`src/rtl/decode_pkg.sv`:
```
// rtl/decode_pkg.sv - opcode, ALU control and halt-state definitions for decode_stage
package decode_pkg;

    localparam logic [3:0] OP_HALT  = 4'h0;
    localparam logic [3:0] OP_BR    = 4'h2;
    localparam logic [3:0] OP_JMP   = 4'h4;
    localparam logic [3:0] OP_PIX   = 4'h5;
    localparam logic [3:0] OP_WR6   = 4'h6;
    localparam logic [3:0] OP_ST    = 4'h7;
    localparam logic [3:0] OP_LD    = 4'h8;
    localparam logic [3:0] OP_ALU_R = 4'hA;
    localparam logic [3:0] OP_ALU_X = 4'hB;
    localparam logic [3:0] OP_IMM0  = 4'hC;
    localparam logic [3:0] OP_IMM1  = 4'hD;
    localparam logic [3:0] OP_IMM2  = 4'hE;
    localparam logic [3:0] OP_IMM3  = 4'hF;

    localparam logic [3:0] ALU_IMM0   = 4'h0;
    localparam logic [3:0] ALU_IMM1   = 4'h1;
    localparam logic [3:0] ALU_IMM2   = 4'h2;
    localparam logic [3:0] ALU_IMM3   = 4'h3;
    localparam logic [3:0] ALU_X_ZERO = 4'h8;
    localparam logic [3:0] ALU_NOP    = 4'hF;

    typedef enum logic {ST_RUN, ST_HALTED} halt_state_e;

    // Control bundle carried across the ID/EX boundary
    typedef struct packed {
        logic       branch;
        logic       jump;
        logic       rqrd_imm;
        logic       rs_imm;
        logic       mem_read;
        logic       mem_write;
        logic       write_en;
        logic       pixel_en;
        logic       pixel_value;
        logic [3:0] alu_ctrl;
        logic [2:0] wreg;
    } ctrl_t;

    function automatic logic [3:0] alu_ctrl_of(input logic [15:0] inst);
        logic [3:0] ctrl;
        case (inst[15:12])
            OP_IMM0:  ctrl = ALU_IMM0;
            OP_IMM1:  ctrl = ALU_IMM1;
            OP_IMM2:  ctrl = ALU_IMM2;
            OP_IMM3:  ctrl = ALU_IMM3;
            OP_ALU_X: ctrl = (inst[2:0] != 3'd0) ? {1'b0, inst[2:0]} : ALU_X_ZERO;
            OP_ALU_R: ctrl = {1'b1, inst[2:0]};
            default:  ctrl = ALU_NOP;
        endcase
        return ctrl;
    endfunction

endpackage

```
`src/rtl/decode_stage_reg_bank.sv`:
```
// rtl/decode_stage_reg_bank.sv - 8-entry register bank, two async reads, optional write-through
module reg_bank #(
    parameter int DATA_W = 32,
    parameter int BYPASS = 1
) (
    input  logic              clk,
    input  logic              rst,
    input  logic              we_i,
    input  logic [2:0]        waddr_i,
    input  logic [DATA_W-1:0] wdata_i,
    input  logic [2:0]        raddr1_i,
    input  logic [2:0]        raddr2_i,
    output logic [DATA_W-1:0] rdata1_o,
    output logic [DATA_W-1:0] rdata2_o
);

    logic [DATA_W-1:0] mem_q [8];

    // Synchronous write port; reset clears every entry
    always_ff @(posedge clk) begin
        if (rst) begin
            for (int i = 0; i < 8; i++) mem_q[i] <= '0;
        end else if (we_i) begin
            mem_q[waddr_i] <= wdata_i;
        end
    end

    // Async reads, forwarding a same-cycle write when bypass is enabled
    always_comb begin
        rdata1_o = mem_q[raddr1_i];
        rdata2_o = mem_q[raddr2_i];
        if (BYPASS != 0 && we_i && waddr_i == raddr1_i) rdata1_o = wdata_i;
        if (BYPASS != 0 && we_i && waddr_i == raddr2_i) rdata2_o = wdata_i;
    end

endmodule

```
`src/rtl/decode_stage.sv`:
```
// rtl/decode_stage.sv - pipelined decode with load-use interlock, flush and halt control
module decode_stage
    import decode_pkg::*;
#(
    parameter int DATA_W = 32,
    parameter int PC_W   = 16,
    parameter int BYPASS = 1
) (
    input  logic              clk,
    input  logic              rst,
    input  logic              in_valid,
    output logic              in_ready,
    input  logic [PC_W-1:0]   in_pc,
    input  logic [PC_W-1:0]   in_pc_plus1,
    input  logic [15:0]       in_inst,
    input  logic              flush,
    input  logic              resume,
    input  logic              wb_en,
    input  logic [2:0]        wb_reg,
    input  logic [DATA_W-1:0] wb_data,
    output logic              out_valid,
    input  logic              out_ready,
    output logic [PC_W-1:0]   out_pc,
    output logic [15:0]       out_inst,
    output logic [DATA_W-1:0] out_rdata1,
    output logic [DATA_W-1:0] out_rdata2,
    output logic [2:0]        out_wreg,
    output logic              out_branch,
    output logic              out_jump,
    output logic              out_rqrd_imm,
    output logic              out_rs_imm,
    output logic              out_mem_read,
    output logic              out_mem_write,
    output logic              out_write_en,
    output logic              out_pixel_en,
    output logic              out_pixel_value,
    output logic [3:0]        out_alu_ctrl,
    output logic              halted,
    output logic [15:0]       stall_count
);

    logic [3:0]        opcode;
    logic [2:0]        rs1, rs2;
    logic              is_halt, is_load, is_store;
    ctrl_t             dec;
    logic [DATA_W-1:0] rd1, rd2;
    logic              hazard, advance, accept;

    halt_state_e       state_q, state_d;
    logic              valid_q, valid_d;
    logic [PC_W-1:0]   pc_q, pc_d;
    logic [15:0]       inst_q, inst_d;
    logic [DATA_W-1:0] rdata1_q, rdata1_d, rdata2_q, rdata2_d;
    ctrl_t             ctrl_q, ctrl_d;
    logic [15:0]       stall_q, stall_d;

    assign opcode = in_inst[15:12];

    // Control-field decode of the instruction offered by fetch
    always_comb begin
        is_halt         = (opcode == OP_HALT);
        is_load         = (opcode == OP_LD);
        is_store        = (opcode == OP_ST);
        rs1             = in_inst[14] ? in_inst[11:9] : in_inst[5:3];
        rs2             = in_inst[8:6];
        dec             = '0;
        dec.branch      = (opcode == OP_BR);
        dec.jump        = (opcode == OP_JMP);
        dec.pixel_en    = (opcode == OP_PIX);
        dec.pixel_value = in_inst[0];
        dec.mem_write   = is_store;
        dec.mem_read    = is_load;
        dec.rqrd_imm    = is_load | is_store;
        dec.rs_imm      = in_inst[15] & in_inst[14];
        dec.write_en    = in_inst[15] | (opcode == OP_WR6);
        dec.wreg        = in_inst[11:9];
        dec.alu_ctrl    = alu_ctrl_of(in_inst);
    end

    reg_bank #(.DATA_W(DATA_W), .BYPASS(BYPASS)) u_reg_bank (
        .clk      (clk),
        .rst      (rst),
        .we_i     (wb_en),
        .waddr_i  (wb_reg),
        .wdata_i  (wb_data),
        .raddr1_i (rs1),
        .raddr2_i (rs2),
        .rdata1_o (rd1),
        .rdata2_o (rd2)
    );

    // Load-use interlock, handshake and next-state for FSM, ID/EX and stall counter
    always_comb begin
        hazard   = valid_q & ctrl_q.mem_read & ctrl_q.write_en & in_valid &
                   ((ctrl_q.wreg == rs1) | ((ctrl_q.wreg == rs2) & ~dec.rs_imm));
        advance  = ~valid_q | out_ready;
        in_ready = ~rst & (state_q == ST_RUN) & ~hazard & ~flush & advance;
        accept   = in_valid & in_ready;

        state_d = state_q;
        case (state_q)
            ST_RUN:    if (accept && is_halt) state_d = ST_HALTED;
            ST_HALTED: if (resume) state_d = ST_RUN;
            default:   state_d = ST_RUN;
        endcase

        valid_d  = valid_q;
        pc_d     = pc_q;
        inst_d   = inst_q;
        rdata1_d = rdata1_q;
        rdata2_d = rdata2_q;
        ctrl_d   = ctrl_q;
        if (accept) begin
            valid_d  = 1'b1;
            pc_d     = in_pc;
            inst_d   = in_inst;
            rdata1_d = rd1;
            rdata2_d = rd2;
            ctrl_d   = dec;
        end else if (flush || advance) begin
            valid_d = 1'b0;
        end

        stall_d = (hazard && stall_q != 16'hFFFF) ? stall_q + 16'd1 : stall_q;
    end

    // State registers with synchronous reset
    always_ff @(posedge clk) begin
        if (rst) begin
            state_q  <= ST_RUN;
            valid_q  <= 1'b0;
            pc_q     <= '0;
            inst_q   <= '0;
            rdata1_q <= '0;
            rdata2_q <= '0;
            ctrl_q   <= '0;
            stall_q  <= '0;
        end else begin
            state_q  <= state_d;
            valid_q  <= valid_d;
            pc_q     <= pc_d;
            inst_q   <= inst_d;
            rdata1_q <= rdata1_d;
            rdata2_q <= rdata2_d;
            ctrl_q   <= ctrl_d;
            stall_q  <= stall_d;
        end
    end

    assign out_valid       = valid_q;
    assign out_pc          = pc_q;
    assign out_inst        = inst_q;
    assign out_rdata1      = rdata1_q;
    assign out_rdata2      = rdata2_q;
    assign out_wreg        = ctrl_q.wreg;
    assign out_branch      = ctrl_q.branch;
    assign out_jump        = ctrl_q.jump;
    assign out_rqrd_imm    = ctrl_q.rqrd_imm;
    assign out_rs_imm      = ctrl_q.rs_imm;
    assign out_mem_read    = ctrl_q.mem_read;
    assign out_mem_write   = ctrl_q.mem_write;
    assign out_write_en    = ctrl_q.write_en;
    assign out_pixel_en    = ctrl_q.pixel_en;
    assign out_pixel_value = ctrl_q.pixel_value;
    assign out_alu_ctrl    = ctrl_q.alu_ctrl;
    assign halted          = (state_q == ST_HALTED);
    assign stall_count     = stall_q;

    logic unused_ok;
    assign unused_ok = ^in_pc_plus1;

endmodule

```
`config.mk`:
```
export PLATFORM = sky130hd
export DESIGN_NAME = decode_stage
export DESIGN_NICKNAME = d
export VERILOG_FILES = /design/src/rtl/decode_pkg.sv /design/src/rtl/decode_stage_reg_bank.sv /design/src/rtl/decode_stage.sv
export SDC_FILE = /design/constraint.sdc
export NUM_CORES = 1
export LEC_CHECK = 0
export BUFFER_PORTS_ARGS = -buffer_cell sky130_fd_sc_hd__buf_2
export CORE_UTILIZATION = 35
export CTS_BUF_LIST = sky130_fd_sc_hd__clkbuf_4 sky130_fd_sc_hd__clkbuf_8
export CTS_CLUSTER_DIAMETER = 200
export CTS_CLUSTER_SIZE = 10
export DETAILED_ROUTE_END_ITERATION = 7
export GPL_TIMING_DRIVEN = 0
export PLACE_DENSITY = 0.57
export SLEW_MARGIN = 40
export SYNTH_ARGS = -nofsm -noshare
export SYNTH_HDL_FRONTEND = slang
export SYNTH_SLANG_ARGS = --single-unit
```
`constraint.sdc`:
```
create_clock -name clk -period 5.8 [get_ports clk]
set_clock_uncertainty 0.2 [all_clocks]
set_input_delay 0.58 -clock clk [delete_from_list [all_inputs] [get_ports clk]]
set_output_delay 0.58 -clock clk [all_outputs]
set_load 0.02 [all_outputs]
```
* Word-level counts from Yosys, hierarchy flattened
Memories as Yosys holds them, arrays and structs flattened. A register that Yosys moved wholly into a read port is not among the register bits.
Index checks and enable logic that the tools add are counted.
** Storage, ports and cells
- Register bits after elaboration :: 66
- Memory bits (writable) :: 256
- Word-level logic and storage cells :: 77
- Memories :: 1
** Operators by class
- Add/sub/neg operators :: 1
- Eq/ne operators :: 15
- Mux-type cells :: 16
- Bitwise gates (word level) :: 21
- Reduce and logical (&&, ||, !) cells :: 7
** Memories
- u_reg_bank.mem_q :: depth 8, bits a word 32, read ports 2, clocked after memory_dff 2, wr ports 8, RTL line decode_stage_reg_bank.sv:17 : logic [DATA_W-1:0] mem_q [8];
** Operators by type and width (count)
- $mux W32 :: 1
- $reduce_or A32 Y1 :: 1
- $eq A4 B4 Y1 const B :: 7
- $pmux W4 S6 :: 1
- $add A16 B1 Y16 const B :: 1
- $eq A4 B3 Y1 const B :: 4
- $ne A16 B16 Y1 const B :: 1
- $and A1 B1 Y1 :: 11
- $mux W1 :: 10
- $eq A3 B3 Y1 :: 2
- $mux W3 :: 2
- $not A1 Y1 :: 6
- $eq A4 B2 Y1 const B :: 1
- $logic_not A4 Y1 :: 1
- $mux W4 :: 1
- $or A1 B1 Y1 :: 4
- $reduce_bool A3 Y1 :: 1
- $logic_and A1 B1 Y1 :: 2
- $pmux W1 S2 :: 1
- $reduce_bool A2 Y1 :: 1
- $logic_or A1 B1 Y1 :: 1

* Logic depth before layout (Yosys ltp)
Gate-level depths: netlist of the first run.
- Depth after elaboration :: 13
- Gate-level depth with buffers :: 11
- Mapped depth without buffers :: 7

* By module
From an unflattened synthesis of the first run, not the netlist that was laid out.
** Second synthesis, totals
- Cells, all modules :: 1367
- Area, all modules :: 19479.9 µm²
** By module, submodules not included
- reg_bank :: times used 1, cells each 865, area an instance 14478.9 µm²
- decode_stage :: times used 1, cells each 502, area an instance 5001.0 µm²

* Worst setup path before layout of the first run
OpenSTA, ideal clock, no wires.
- Path kind :: in2reg
- Start :: input port in_inst[14]
- End :: register stall_q[1], in the netlist stall_count[1]
- Data arrival time :: 2.259 ns
- Required time :: 5.472 ns
- Slack :: 3.213 ns
- Stages :: 10
- Buffers on the path :: 4
- Path through :: buf_6 > mux2_4 > buf_4 > xnor2_2 > and4_4 > o21ai_2 > buf_2 > buf_2 > mux2i_1 > nor2_1
** Between the ends
- Word-level cells in the longest chain between the ends :: 6
- Elaborated cells on any way between the ends :: 8
** RTL lines
- start, declared :: RTL line decode_stage.sv:15 : input logic [15:0] in_inst,
- $and A1 B1 Y1 :: RTL line decode_stage.sv:74 : dec.rs_imm = in_inst[15] & in_inst[14];
- $not A1 Y1 :: RTL line decode_stage.sv:95 : ((ctrl_q.wreg == rs1) | ((ctrl_q.wreg == rs2) & ~dec.rs_imm));
- $and A1 B1 Y1 :: RTL line decode_stage.sv:95
- $or A1 B1 Y1 * :: RTL line decode_stage.sv:95
- $and A1 B1 Y1 * :: RTL line decode_stage.sv:94 : hazard = valid_q & ctrl_q.mem_read & ctrl_q.write_en & in_valid &
- $logic_and A1 B1 Y1 * :: RTL line decode_stage.sv:124 : stall_d = (hazard && stall_q != 16'hFFFF) ? stall_q + 16'd1 : stall_q;
- end signal, assigned :: RTL line decode_stage.sv:146 : stall_q <= stall_d;
- end, declared :: RTL line decode_stage.sv:55 : logic [15:0] stall_q, stall_d;
Every way passes the cells marked *; elsewhere a longest branch is shown, timed or not.
A chain may end at the register's enable or synchronous reset.

* Worst setup path in the final report of the first run
- Start :: input port in_inst[9]
- End :: register rdata1_q[9], in the netlist out_rdata1[9], read port of u_reg_bank.mem_q
** Between the ends
- Word-level cells in the longest chain between the ends :: 9
** RTL lines
- $mux W3 * :: RTL line decode_stage.sv:64 : rs1 = in_inst[14] ? in_inst[11:9] : in_inst[5:3];
- $eq A3 B3 Y1 :: RTL line decode_stage.sv:95
- $or A1 B1 Y1 :: RTL line decode_stage.sv:95
- $and A1 B1 Y1 :: RTL line decode_stage.sv:94
- $not A1 Y1 :: RTL line decode_stage.sv:97 : in_ready = ~rst & (state_q == ST_RUN) & ~hazard & ~flush & advance;
- $and A1 B1 Y1 (3 in series) :: RTL line decode_stage.sv:97
- $and A1 B1 Y1 :: RTL line decode_stage.sv:98 : accept = in_valid & in_ready;
- end, declared :: RTL line decode_stage.sv:53 : logic [DATA_W-1:0] rdata1_q, rdata1_d, rdata2_q, rdata2_d;
Marks and branches as above.

==> results of run 1 <==
synthesized netlist by cell type, types with 35 or more instances:
library cell and count:
dfxtp_1 126, a21oi_1 87, nor2_1 58, and2_1 257
nand4_1 35, clkbuf_1 105, nand3_1 75, buf_2 35
mux2i_1 98, nand2_1 397, edfxtp_1 256, o21ai_0 74
state kept, by name, indices dropped and copies added, names as in the netlist, 4 cells and up:
register          flops
out_pc               16
out_rdata1           32
out_rdata2           32
stall_count          16
u_reg_bank.mem_q    256
out_alu_ctrl          4
out_inst             16
critical path: cells and delay by family:
family	cells	cell delay [ns]
buffers and inverters	4	2.10
AND/OR/NAND/NOR	3	0.46
AO/OA/AOI/OAI	1	0.30
multiplexers	1	0.56
cell families (layout without fill, tap and decap cells):
kind of cell,Yosys count,after routing,synth area share [%]
other cells,0,2,0
mux,133,133,9.20
xor+xnor,15,15,0.733
flops,382,382,53.9
fa+ha+maj,1,1,0.0661
simple gates,893,893,23.2
buf+inv,158,454,3.54
compound gates,277,277,9.30
layout make-up:
type / instances / area [µm²] / area share [%]
Inverter: 6 / 22.5 / 0.103
Antenna cell: 2 / 5.00 / 0.0228
Clock buffer: 75 / 845 / 3.85
Tap cell: 688 / 861 / 3.93
Clock inverter: 3 / 23.8 / 0.108
Sequential cell: 382 / 10200 / 46.6
Multi-Input combinational cell: 1319 / 8090 / 36.9
Timing Repair Buffer: 218 / 1200 / 5.46
Buffer: 152 / 667 / 3.04
layer usage:
layer | up-vias | wire length (µm)
li1 | 7137 | -
met2 | 884 | 32500
met5 | - | 53
met3 | 186 | 6280
met4 | 8 | 2800
met1 | 7848 | 29600
how the worst max path moves through the flow:
| stage | end | slack (ns) | cells after the start |
|---|---|---|---|
| 2_1_floorplan | stall_count[1]$_SDFFE_PP0P_ | 3.21 | 10 |
| 3_3_place_gp | out_rdata1[9]$_SDFFE_PP0P_ | 2.21 | 8 |
| 3_5_place_dp | out_rdata1[9]$_SDFFE_PP0P_ | 2.19 | 8 |
| 4_1_cts | out_rdata1[9]$_SDFFE_PP0P_ | 2.34 | 9 |
| 5_1_grt | out_rdata1[4]$_SDFFE_PP0P_ | 2.16 | 9 |
| 6_report | out_rdata1[9]$_SDFFE_PP0P_ | 2.12 | 9 |
stage by stage:
stage | hold WS, ns | std cells | util [%] | cell area [µm²] | setup slack (ns)
detailed placement | 0.244 | 2744 | 39.3 | 20800 | 2.19
CTS | 0.000673 | 2843 | 41.3 | 21900 | 2.34
global route | 0.0468 | 2845 | 41.4 | 21900 | 2.16
global placement | 0.240 | 2744 | 39.2 | 20800 | 2.21
floorplan | 0.333 | 1859 | - | 18900 | 3.21
finish | 0.0595 | 2845 | 41.4 | 21900 | 2.12
power by group through the flow:
stage                     Combinational (W)  Sequential, W  Clock [W]
after floorplan                    0.000443        0.00320          0
after global placement             0.000813        0.00318          0
final                              0.000851        0.00313    0.00195
after detailed placement           0.000825        0.00319          0
after global routing               0.000900        0.00315    0.00207
after CTS                          0.000838        0.00313    0.00198
==> results by group, run 1 <==
Power
  – Int Pwr: 0.00424 W
  – Leak pwr: ~8.3 nW
  – Sw Ratio: approximately 29%
  – VDD IR-drop max: 0.000144 V
  – P per Cell Area: roughly 270 nW/µm²
  – Flop pwr share: between 50% and 60%
  – Power Total: 0.00593 W
  – Comb power frac: between 10 and 15%
  – NetSw: approximately 0.0017 W
  – Clock group share of total power: between 30 and 40%

Worst setup path
  – Biggest cell delay along the critical path: about 0.70 ns
  – Worst R2R End: out_rdata2[16]$_SDFFE_PP0P_
  – Setup crit end kind: flip-flop
  – Crit path top cell by count: clkbuf_1
  – CP arrival: between 4 and 5 ns
  – R2r startpoint: out_valid$_SDFFE_PP0P_
  – Crit-path slowest cell: clkbuf_1
  – R2R depth: 9
  – Critical path class: primary input to flip-flop
  – Critical Path Fanout Max: 10
  – Type of origin of the critical path: primary input
  – Critical path, cell by cell: dlygate4sd3_1 > buf_2 > mux2i_2 > clkbuf_1 > clkbuf_1 > nand2_1 > nand3_1 > nand4_1 > a311oi_1
  – WP data required: just over 6 ns
  – Crit path from: in_inst[9]
  – R2r setup slk: 2.94 ns

Placement
  – I/O Buffers: 197
  – Gpl congestion: between 0.9 and 1
  – Dpl hpwl: about 47000 µm

Final layout
  – Commonest non-fill, non-tap cell in the layout: nand2_1
  – Fillcell total: 5240
  – Layout area overhead: 15.8%
  – Layout cell share with drive strength beyond 1: between 15 and 20%
  – Most frequent cells in the layout: 397 x nand2_1, 257 x and2_1, 256 x edfxtp_1
  – Final #Nets: around 2200

Synthesis
  – Netlist Area Pre-Place: roughly 19000 µm²
  – Synth area leader: edfxtp_1
  – Distinct cells, synth: slightly above 50
  – Flip-flop and latch count after synthesis: between 300 and 400
  – Syn Nets: between 1500 and 2000
  – Mapped Avg Cell Area: a little over 10 µm²
  – Synth warn: 0
  – Register area share after synthesis: 53.9%
  – Top-area cell type share of the netlist area: around 40%
  – Main area contributors after synthesis: edfxtp_1 41%, dfxtp_1 13%, and2_1 8.5%
  – Count of flip-flops with a built-in enable after synthesis: between 200 and 300
  – Post-synthesis cell count: about 1900
  – Most used DFF post-synth: edfxtp_1
  – Async SR Flop Fraction: 0%

Clock tree
  – CTS buffer count: 44
  – Clk root buf: clkbuf_8
  – CTS Buffer Depth: 3
  – CTS tree: done
  – Max H-tree Level: 2
  – Worst skew pair latency: roughly 0.65 ns
  – Post_cts resized: 0
  – CTS Hold Buffers Added: 21
  – Post-CTS Setup Inserts: 0
  – Sink Count: roughly 380
  – Clk slew on worst S/H paths: approximately 0.09 ns

Routing
  – Antenna Nets Post-Route: 0
  – Final wirelength: a little over 70000 µm
  – Via density: between 5 and 6
  – Iteration-0 DRC Markers: 1676
  – 1st-pass router iterations: 6
  – Wire length per cell: 25.0 µm
  – Vias: 16100
  – DR DRC count: 0

Timing
  – Finish-stage setup viols: 0
  – Final Max Tran Viols: 0
  – Final setup TNS: 0 ns
  – Hold Vio Cnt, Final: 0
  – Worst-Margin Slew: 0.913 ns
  – Unrepaired setup endpoints after global routing: no
  – Final min period: around 3.7 ns
  – Fmax: between 0.2 and 0.3 GHz
  – Rel. slew slack: between 30% and 40%
  – Tcrit/Tclk final: a little under two thirds

Min path
  – Hold depth: 3
  – Hold path endpoint: out_inst[10]$_SDFFE_PP0P_
  – Hold Crit Class: primary input to flip-flop
  – Worst min-delay path startpoint: in_inst[10]

Global route
  – Met3 usage: ~5.6%
  – Tot GR Track Use: 25.4%
  – First-pass GRT wire length: roughly 100000 µm
  – Largest net degree at the start of global routing: 33
  – Gr busiest metal: met2
  – Initial antenna violation count: 6
  – Met2 Track Usage GR: 40.7%
  – Gr ovfl total: 0
  – Met1 usage: ~33%
  – Vias in the first global route: between 15000 and 20000

Floorplan
  – Die Area: ~55000 µm²
  – Die width: 235 µm
  – Boundary Pins: 221
  – CORE AREA: between 50000 and 60000 µm²
  – # rows: 84
  – Die Ht: 235 µm
  – Initial core utilization: between 30% and 40%

Flow run
  – Max Cap Viol: 0

Status
  – Outcome: completed
(Power assumes the default switching activity.)
==> run 2: changes to the inputs <==
- PLACE_DENSITY: 0.57 -> 0.59
- clock period: 5.8 -> 3 ns (I/O delays scaled with it)
==> run 2 against run 1 <==
Against the previous run:
- sequential share of layout area is 0.95 points lower
- count of clock-buffer cells in the layout stayed put
- cell count up 1.5%
- die area stayed put
- largest power group unchanged
- utilization is 0.86 points higher
- setup slack worse by 2.1 ns
- sequential power grew 93%
- critical endpoint is now out_valid$_SDFFE_PP0P_
- worst hold slack gained 0.047 ns
- wire length decreased by 2.0%
- sequential cell count is the same
==> results by group, run 2 (synthesized netlist as in run 1, its figures left out) <==
Min path
  – Hold path endpoint: out_pixel_en$_SDFFE_PP0P_ (was out_inst[10]$_SDFFE_PP0P_)
  – Worst min-delay path startpoint: in_valid (was in_inst[10])
  – Hold Crit Class: primary input to flip-flop (unchanged)
  – Hold depth: 5 (was 3)

Worst setup path
  – Type of origin of the critical path: primary input (unchanged)
  – R2r startpoint: out_inst[9]$_SDFFE_PP0P_ (was out_valid$_SDFFE_PP0P_)
  – Worst R2R End: out_valid$_SDFFE_PP0P_ (was out_rdata2[16]$_SDFFE_PP0P_)
  – R2R depth: 9 (unchanged)
  – Critical path class: primary input to flip-flop (unchanged)
  – Setup crit end kind: flip-flop (unchanged)
  – Crit-path slowest cell: dlygate4sd3_1 (was clkbuf_1)
  – Crit path top cell by count: buf_2 (was clkbuf_1)
  – R2r setup slk: 0.16 ns (was 2.94 ns)
  – CP arrival: 3.32 ns (was 4.03 ns)
  – WP data required: 3.34 ns (was 6.15 ns)
  – Critical path, cell by cell: dlygate4sd3_1 > buf_2 > mux2i_2 > xor2_1 > nand4_1 > and3_1 > buf_2 > buf_6 > buf_2 > a21o_1 > dlygate4sd3_1 (was dlygate4sd3_1 > buf_2 > mux2i_2 > clkbuf_1 > clkbuf_1 > nand2_1 > nand3_1 > nand4_1 > a311oi_1)
  – Critical Path Fanout Max: 10 (unchanged)
  – Biggest cell delay along the critical path: 0.54 ns (was 0.70 ns)

Final layout
  – Final Instance Count excl. Fillers: 2889 (was 2845)
  – Layout cell share with drive strength beyond 1: 17.4% (was 17.8%)
  – Most frequent cells in the layout: 397 x nand2_1, 257 x and2_1, 256 x edfxtp_1 (unchanged)
  – Final Util: 42.2% (was 41.4%)
  – Commonest non-fill, non-tap cell in the layout: nand2_1 (unchanged)
  – Final instance area: 22400 µm² (was 21900 µm²)
  – Fillcell total: 5145 (was 5240)
  – Max reg flops: 256 (unchanged)
  – Final #Nets: 2259 (was 2214)
  – Layout area overhead: 18.2% (was 15.8%)
  – Largest register by flop count: u_reg_bank.mem_q (unchanged)

Routing
  – 1st-pass router iterations: 6 (unchanged)
  – Vias: 16200 (was 16100)
  – Antenna Nets Post-Route: 0 (unchanged)
  – Iteration-0 DRC Markers: 1649 (was 1676)
  – Wire length per cell: 24.2 µm (was 25.0 µm)
  – Final wirelength: 69800 µm (was 71200 µm)
  – DR DRC count: 0 (unchanged)
  – Via density: 5.60 (was 5.65)

Timing
  – Final min period: 2.98 ns
  – Tcrit/Tclk final: between 90% and 100%
  – Fmax: roughly 0.34 GHz
  – Unrepaired setup endpoints after global routing: no (unchanged)
  – Hold Vio Cnt, Final: 0 (unchanged)
  – Final setup TNS: 0 ns (unchanged)
  – Worst-Margin Slew: 0.909 ns (was 0.913 ns)
  – Final Max Tran Viols: 0 (unchanged)
  – Rel. slew slack: 39.4% (was 38.7%)
  – Finish-stage setup viols: 0 (unchanged)

Floorplan
  – CORE AREA: 53000 µm² (unchanged)
  – Initial core utilization: 35.7% (unchanged)
  – Boundary Pins: 221 (unchanged)
  – # rows: 84 (unchanged)
  – Die width: 235 µm (unchanged)
  – Die Ht: 235 µm (unchanged)
  – Die Area: 55000 µm² (unchanged)

Clock tree
  – CTS tree: done (unchanged)
  – Clk root buf: clkbuf_8 (unchanged)
  – Max H-tree Level: 2 (unchanged)
  – Worst skew pair latency: 0.66 ns (was 0.65 ns)
  – CTS buffer count: 44 (unchanged)
  – Clk slew on worst S/H paths: 0.07 ns (was 0.09 ns)
  – Sink Count: 382 (unchanged)
  – CTS Buffer Depth: 3 (unchanged)

Global route
  – Largest net degree at the start of global routing: 33 (unchanged)
  – Tot GR Track Use: 24.8% (was 25.4%)
  – Vias in the first global route: 16000 (was 15800)
  – Initial antenna violation count: 6 (unchanged)
  – Gr ovfl total: 0 (unchanged)
  – First-pass GRT wire length: 102000 µm (was 104000 µm)

Power
  – Leak pwr: 8.47 nW (was 8.29 nW)
  – VDD IR-drop max: 0.000308 V (was 0.000144 V)
  – P per Cell Area: 515 nW/µm² (was 271 nW/µm²)

Placement
  – Gpl congestion: 0.913 (was 0.908)
  – Area after DPL: 20800 µm² (about the same)
  – Dpl hpwl: 46800 µm (was 47100 µm)
  – Dpl cells: 2744 (unchanged)
  – I/O Buffers: 197 (unchanged)

Status
  – Outcome: completed (unchanged)

Flow run
  – Max Cap Viol: 0 (unchanged)
==> run 2: metal layers <==
metal  up-vias  global-route usage (%)  share of wire, %  wire length (µm)
met1      7927                    31.9                41             28800
li1       7224                       -                 -                 -
met3       165                    5.66               8.9              6230
met4        10                    9.27               3.3              2320
met5         -                       0             0.096                67
met2       847                    40.7                46             32500
==> run 2: how the worst max path moves through the flow <==
stage	startpoint	to	slack, ns	cells past startpoint
2_1_floorplan	stall_count[0]$_SDFFE_PP0P_	stall_count[1]$_SDFFE_PP0P_	0.62	9
3_3_place_gp	rst	u_reg_bank.mem_q[6][10]$_SDFFCE_PN0P_	-0.36	5
3_5_place_dp	in_inst[14]	out_rdata1[5]$_SDFFE_PP0P_	-0.37	8
4_1_cts	in_inst[5]	out_valid$_SDFFE_PP0P_	0.03	11
5_1_grt	in_inst[5]	out_valid$_SDFFE_PP0P_	0.002	11
6_report	in_inst[5]	out_valid$_SDFFE_PP0P_	0.02	11
==> run 2: timing repair <==
action / 4_1_cts / 5_1_grt
setup buffers: 0 / 0
hold buffers: 66 / 0
endpoints found under the setup margin: 0 / 12
resized for setup: 0 / 4
endpoints found under the hold margin: 360 / 0
==> run 2: worst max-delay path: cells and delay by family <==
| kind | cells | cell delay, ns |
|---|---|---|
| AO/OA/AOI/OAI | 1 | 0.17 |
| XOR/XNOR | 1 | 0.25 |
| buffers and inverters | 6 | 1.89 |
| multiplexers | 1 | 0.36 |
| AND/OR/NAND/NOR | 2 | 0.34 |
==> run 2: area by class of cell <==
class / count / area, µm² / area share [%]
antenna: 1 / 2.50 / 0.0112
buffer: 152 / 663 / 2.96
clock buffer: 75 / 845 / 3.77
clock inverter: 3 / 23.8 / 0.106
inverter: 6 / 22.5 / 0.101
multi-input combinational: 1319 / 8100 / 36.2
sequential: 382 / 10200 / 45.6
tap: 688 / 861 / 3.85
timing repair buffer: 263 / 1650 / 7.36
==> run 2: where the power goes <==
part           internal (W)  total [W]  leakage, nW  switching (W)
combinational      0.000564    0.00168         4.53        0.00112
sequential          0.00590    0.00605         3.48       0.000153
clock               0.00177    0.00380        0.466        0.00202
==> run 2: metrics by stage <==
| stage | hold slack (ns) | worst slack [ns] | total power [W] |
|---|---|---|---|
| global route | 0.122 | 0.00232 | 0.0119 |
| CTS | 0.0484 | 0.0257 | 0.0115 |
| finish | 0.106 | 0.0174 | 0.0115 |
| detailed placement | 0.243 | -0.374 | 0.00775 |
| floorplan | 0.203 | 0.620 | 0.00705 |
| global placement | 0.239 | -0.359 | 0.00771 |
==> run 3: changes to the inputs <==
- CORE_UTILIZATION: 35 -> 28
- PLACE_DENSITY: 0.59 -> 0.51
- RECOVER_POWER: unset -> 50
==> run 3 against run 2 <==
Against the previous run:
- the flow now finishes with violations (max-capacitance violations)
- power increased by 0.47%
- global-route usage decreased by 3.4 points
- sequential power about the same
- critical path type unchanged
==> results by group, run 3 (synthesized netlist as in run 1, its figures left out) <==
Status
  – Outcome: finished, violations left (was completed)
  – Failing checks: max-capacitance violations

Timing
  – Hold Vio Cnt, Final: 0 (unchanged)
  – Final min period: 2.95 ns (was 2.98 ns)
  – Finish-stage setup viols: 0 (unchanged)
  – Tcrit/Tclk final: 98.4% (was 99.4%)
  – Final setup TNS: 0 ns (unchanged)
  – Final Max Tran Viols: 0 (unchanged)
  – Unrepaired setup endpoints after global routing: no (unchanged)
  – Fmax: 0.339 GHz (was 0.335 GHz)
  – Worst-Margin Slew: 1.48 ns (was 0.909 ns)
  – Worst Slack Setup Final: 0.0487 ns (was 0.0174 ns)
  – Rel. slew slack: 0.332% (was 39.4%)

Power
  – Leak pwr: 7.85 nW (was 8.47 nW)
  – VDD IR-drop max: 0.000214 V (was 0.000308 V)
  – Clock group share of total power: 33.1% (was 32.9%)
  – Flop pwr share: 52.3% (was 52.5%)
  – Int Pwr: 0.00820 W (was 0.00823 W)
  – NetSw: 0.00338 W (was 0.00329 W)
  – Comb power frac: 14.7% (was 14.6%)
  – Sw Ratio: 29.2% (was 28.6%)
  – P per Cell Area: 516 nW/µm² (was 515 nW/µm²)

Clock tree
  – Clk slew on worst S/H paths: 0.08 ns (was 0.07 ns)
  – Worst skew pair latency: 0.67 ns (was 0.66 ns)
  – CTS buffer count: 44 (unchanged)
  – Clk root buf: clkbuf_8 (unchanged)
  – Max H-tree Level: 2 (unchanged)
  – CTS tree: done (unchanged)
  – CTS Buffer Depth: 3 (unchanged)
  – Sink Count: 382 (unchanged)
  – Post-CTS Setup Inserts: 0 (unchanged)

Placement
  – Dpl cells: 2921 (was 2744)
  – Area after DPL: 21100 µm² (was 20800 µm²)
  – I/O Buffers: 197 (unchanged)
  – Pre-CTS setup slack: -0.345 ns (was -0.374 ns)
  – Gpl congestion: 0.886 (was 0.913)
  – Dpl hpwl: 49600 µm (was 46800 µm)

Global route
  – Largest net degree at the start of global routing: 33 (unchanged)
  – Initial antenna violation count: 7 (was 6)
  – First-pass GRT wire length: 107000 µm (was 102000 µm)
  – Gr ovfl total: 0 (unchanged)
  – Vias in the first global route: 15800 (was 16000)
  – Tot GR Track Use: 21.5% (was 24.8%)

Min path
  – Hold Crit Class: primary input to flip-flop (unchanged)
  – Hold depth: 5 (unchanged)

Floorplan
  – Die Area: 68700 µm² (was 55000 µm²)
  – Die Ht: 262 µm (was 235 µm)
  – Die width: 262 µm (was 235 µm)
  – # rows: 94 (was 84)
  – Boundary Pins: 221 (unchanged)
  – CORE AREA: 66300 µm² (was 53000 µm²)
  – Initial core utilization: 28.5% (was 35.7%)

Worst setup path
  – Crit-path slowest cell: nor4_4 (was dlygate4sd3_1)
  – Biggest cell delay along the critical path: 0.72 ns (was 0.54 ns)
  – Critical Path Fanout Max: 10 (unchanged)
  – WP data required: 3.30 ns (was 3.34 ns)
  – Setup crit end kind: flip-flop (unchanged)
  – CP arrival: 3.25 ns (was 3.32 ns)
  – Critical path class: primary input to flip-flop (unchanged)
  – Type of origin of the critical path: primary input (unchanged)
  – R2R depth: 9 (unchanged)
  – Critical path, cell by cell: dlygate4sd3_1 > buf_2 > xor2_1 > nor4_4 > clkbuf_1 > o21ai_0 > nand2_1 > a21oi_1 (was dlygate4sd3_1 > buf_2 > mux2i_2 > xor2_1 > nand4_1 > and3_1 > buf_2 > buf_6 > buf_2 > a21o_1 > dlygate4sd3_1)

Final layout
  – Final Instance Count excl. Fillers: 3065 (was 2889)
  – Area of the multi-input gates: 8090 µm² (was 8100 µm²)
  – Fillcell total: 6873 (was 5145)
  – Sequential Area: 10200 µm² (unchanged)
  – Most frequent cells in the layout: 397 x nand2_1, 256 x edfxtp_1, 219 x clkbuf_1 (was 397 x nand2_1, 257 x and2_1, 256 x edfxtp_1)
  – Largest register by flop count: u_reg_bank.mem_q (unchanged)
  – Commonest non-fill, non-tap cell in the layout: nand2_1 (unchanged)
  – Final instance area: 22400 µm² (about the same)
  – # diodes: 0 (was 1)
  – Layout cell share with drive strength beyond 1: 11.7% (was 17.4%)
  – Final #Nets: 2260 (was 2259)
  – Final Util: 33.8% (was 42.2%)
  – Max reg flops: 256 (unchanged)
  – Layout area overhead: 18.5% (was 18.2%)

Routing
  – Antenna Nets Post-Route: 0 (unchanged)
  – DR WL met2: 33700 µm (was 32500 µm)
  – Final wirelength: 75400 µm (was 69800 µm)
  – Iteration-0 DRC Markers: 1750 (was 1649)
  – Met3 WL: 6720 µm (was 6230 µm)
  – DR DRC count: 0 (unchanged)
  – Wire length per cell: 24.6 µm (was 24.2 µm)
  – 1st-pass router iterations: 5 (was 6)
  – Top Layer Used: met5 (unchanged)
  – Met1 Wirelength: 31800 µm (was 28800 µm)
  – Vias: 16300 (was 16200)
  – Via density: 5.32 (was 5.60)

Flow run
  – Max Cap Viol: 1 (was 0)
-- run 3: worst paths after layout --
check / slack, ns / endpoint / from
max: 0.05 / out_rdata2[6]$_SDFFE_PP0P_ / in_inst[7]
min: 0.14 / out_pixel_en$_SDFFE_PP0P_ / in_valid
max reg2reg: 0.14 / out_valid$_SDFFE_PP0P_ / out_inst[9]$_SDFFE_PP0P_
min reg2reg: 0.26 / out_rdata2[1]$_SDFFE_PP0P_ / out_rdata2[1]$_SDFFE_PP0P_
-- run 3: what timing repair did --
action	CTS	global route
gates resized for setup	0	4
setup endpoints to repair	0	17
hold endpoints to repair	357	0
hold buffers	66	0
-- run 3: cell type report --
class,count,area share [%]
clock inverter,4,0.162
timing repair buffer,264,6.68
clock buffer,74,3.70
inverter,6,0.100
multi-input combinational,1319,36.0
buffer,152,2.98
sequential,382,45.5
tap,864,4.82
-- run 3: worst max-delay path: cells and delay by family --
kind | cells | cell delay (ns)
buffers and inverters | 3 | 1.39
AND/OR/NAND/NOR | 2 | 0.89
AO/OA/AOI/OAI | 2 | 0.46
XOR/XNOR | 1 | 0.20
-- run 3: power groups by stage --
stage,Combinational (W),Clock [W],Sequential (W)
2_1_floorplan,0.000857,0,0.00619
3_3_place_gp,0.00161,0,0.00615
3_5_place_dp,0.00163,0,0.00616
4_1_cts,0.00170,0.00390,0.00604
5_1_grt,0.00181,0.00408,0.00608
6_report,0.00170,0.00383,0.00605
-- run 3: through the flow --
step / hold WS, ns / total power [W]
final: 0.139 / 0.0116
after global routing: 0.141 / 0.0120
after detailed placement: 0.245 / 0.00779
after CTS: 0.0867 / 0.0116
after global placement: 0.239 / 0.00776
after floorplan: 0.203 / 0.00705
-- run 3: metal layers --
layer,track usage (%),vias up
met1,28.4,8062
met4,8.82,8
met5,0,-
met2,33.9,822
met3,4.57,182
li1,-,7234
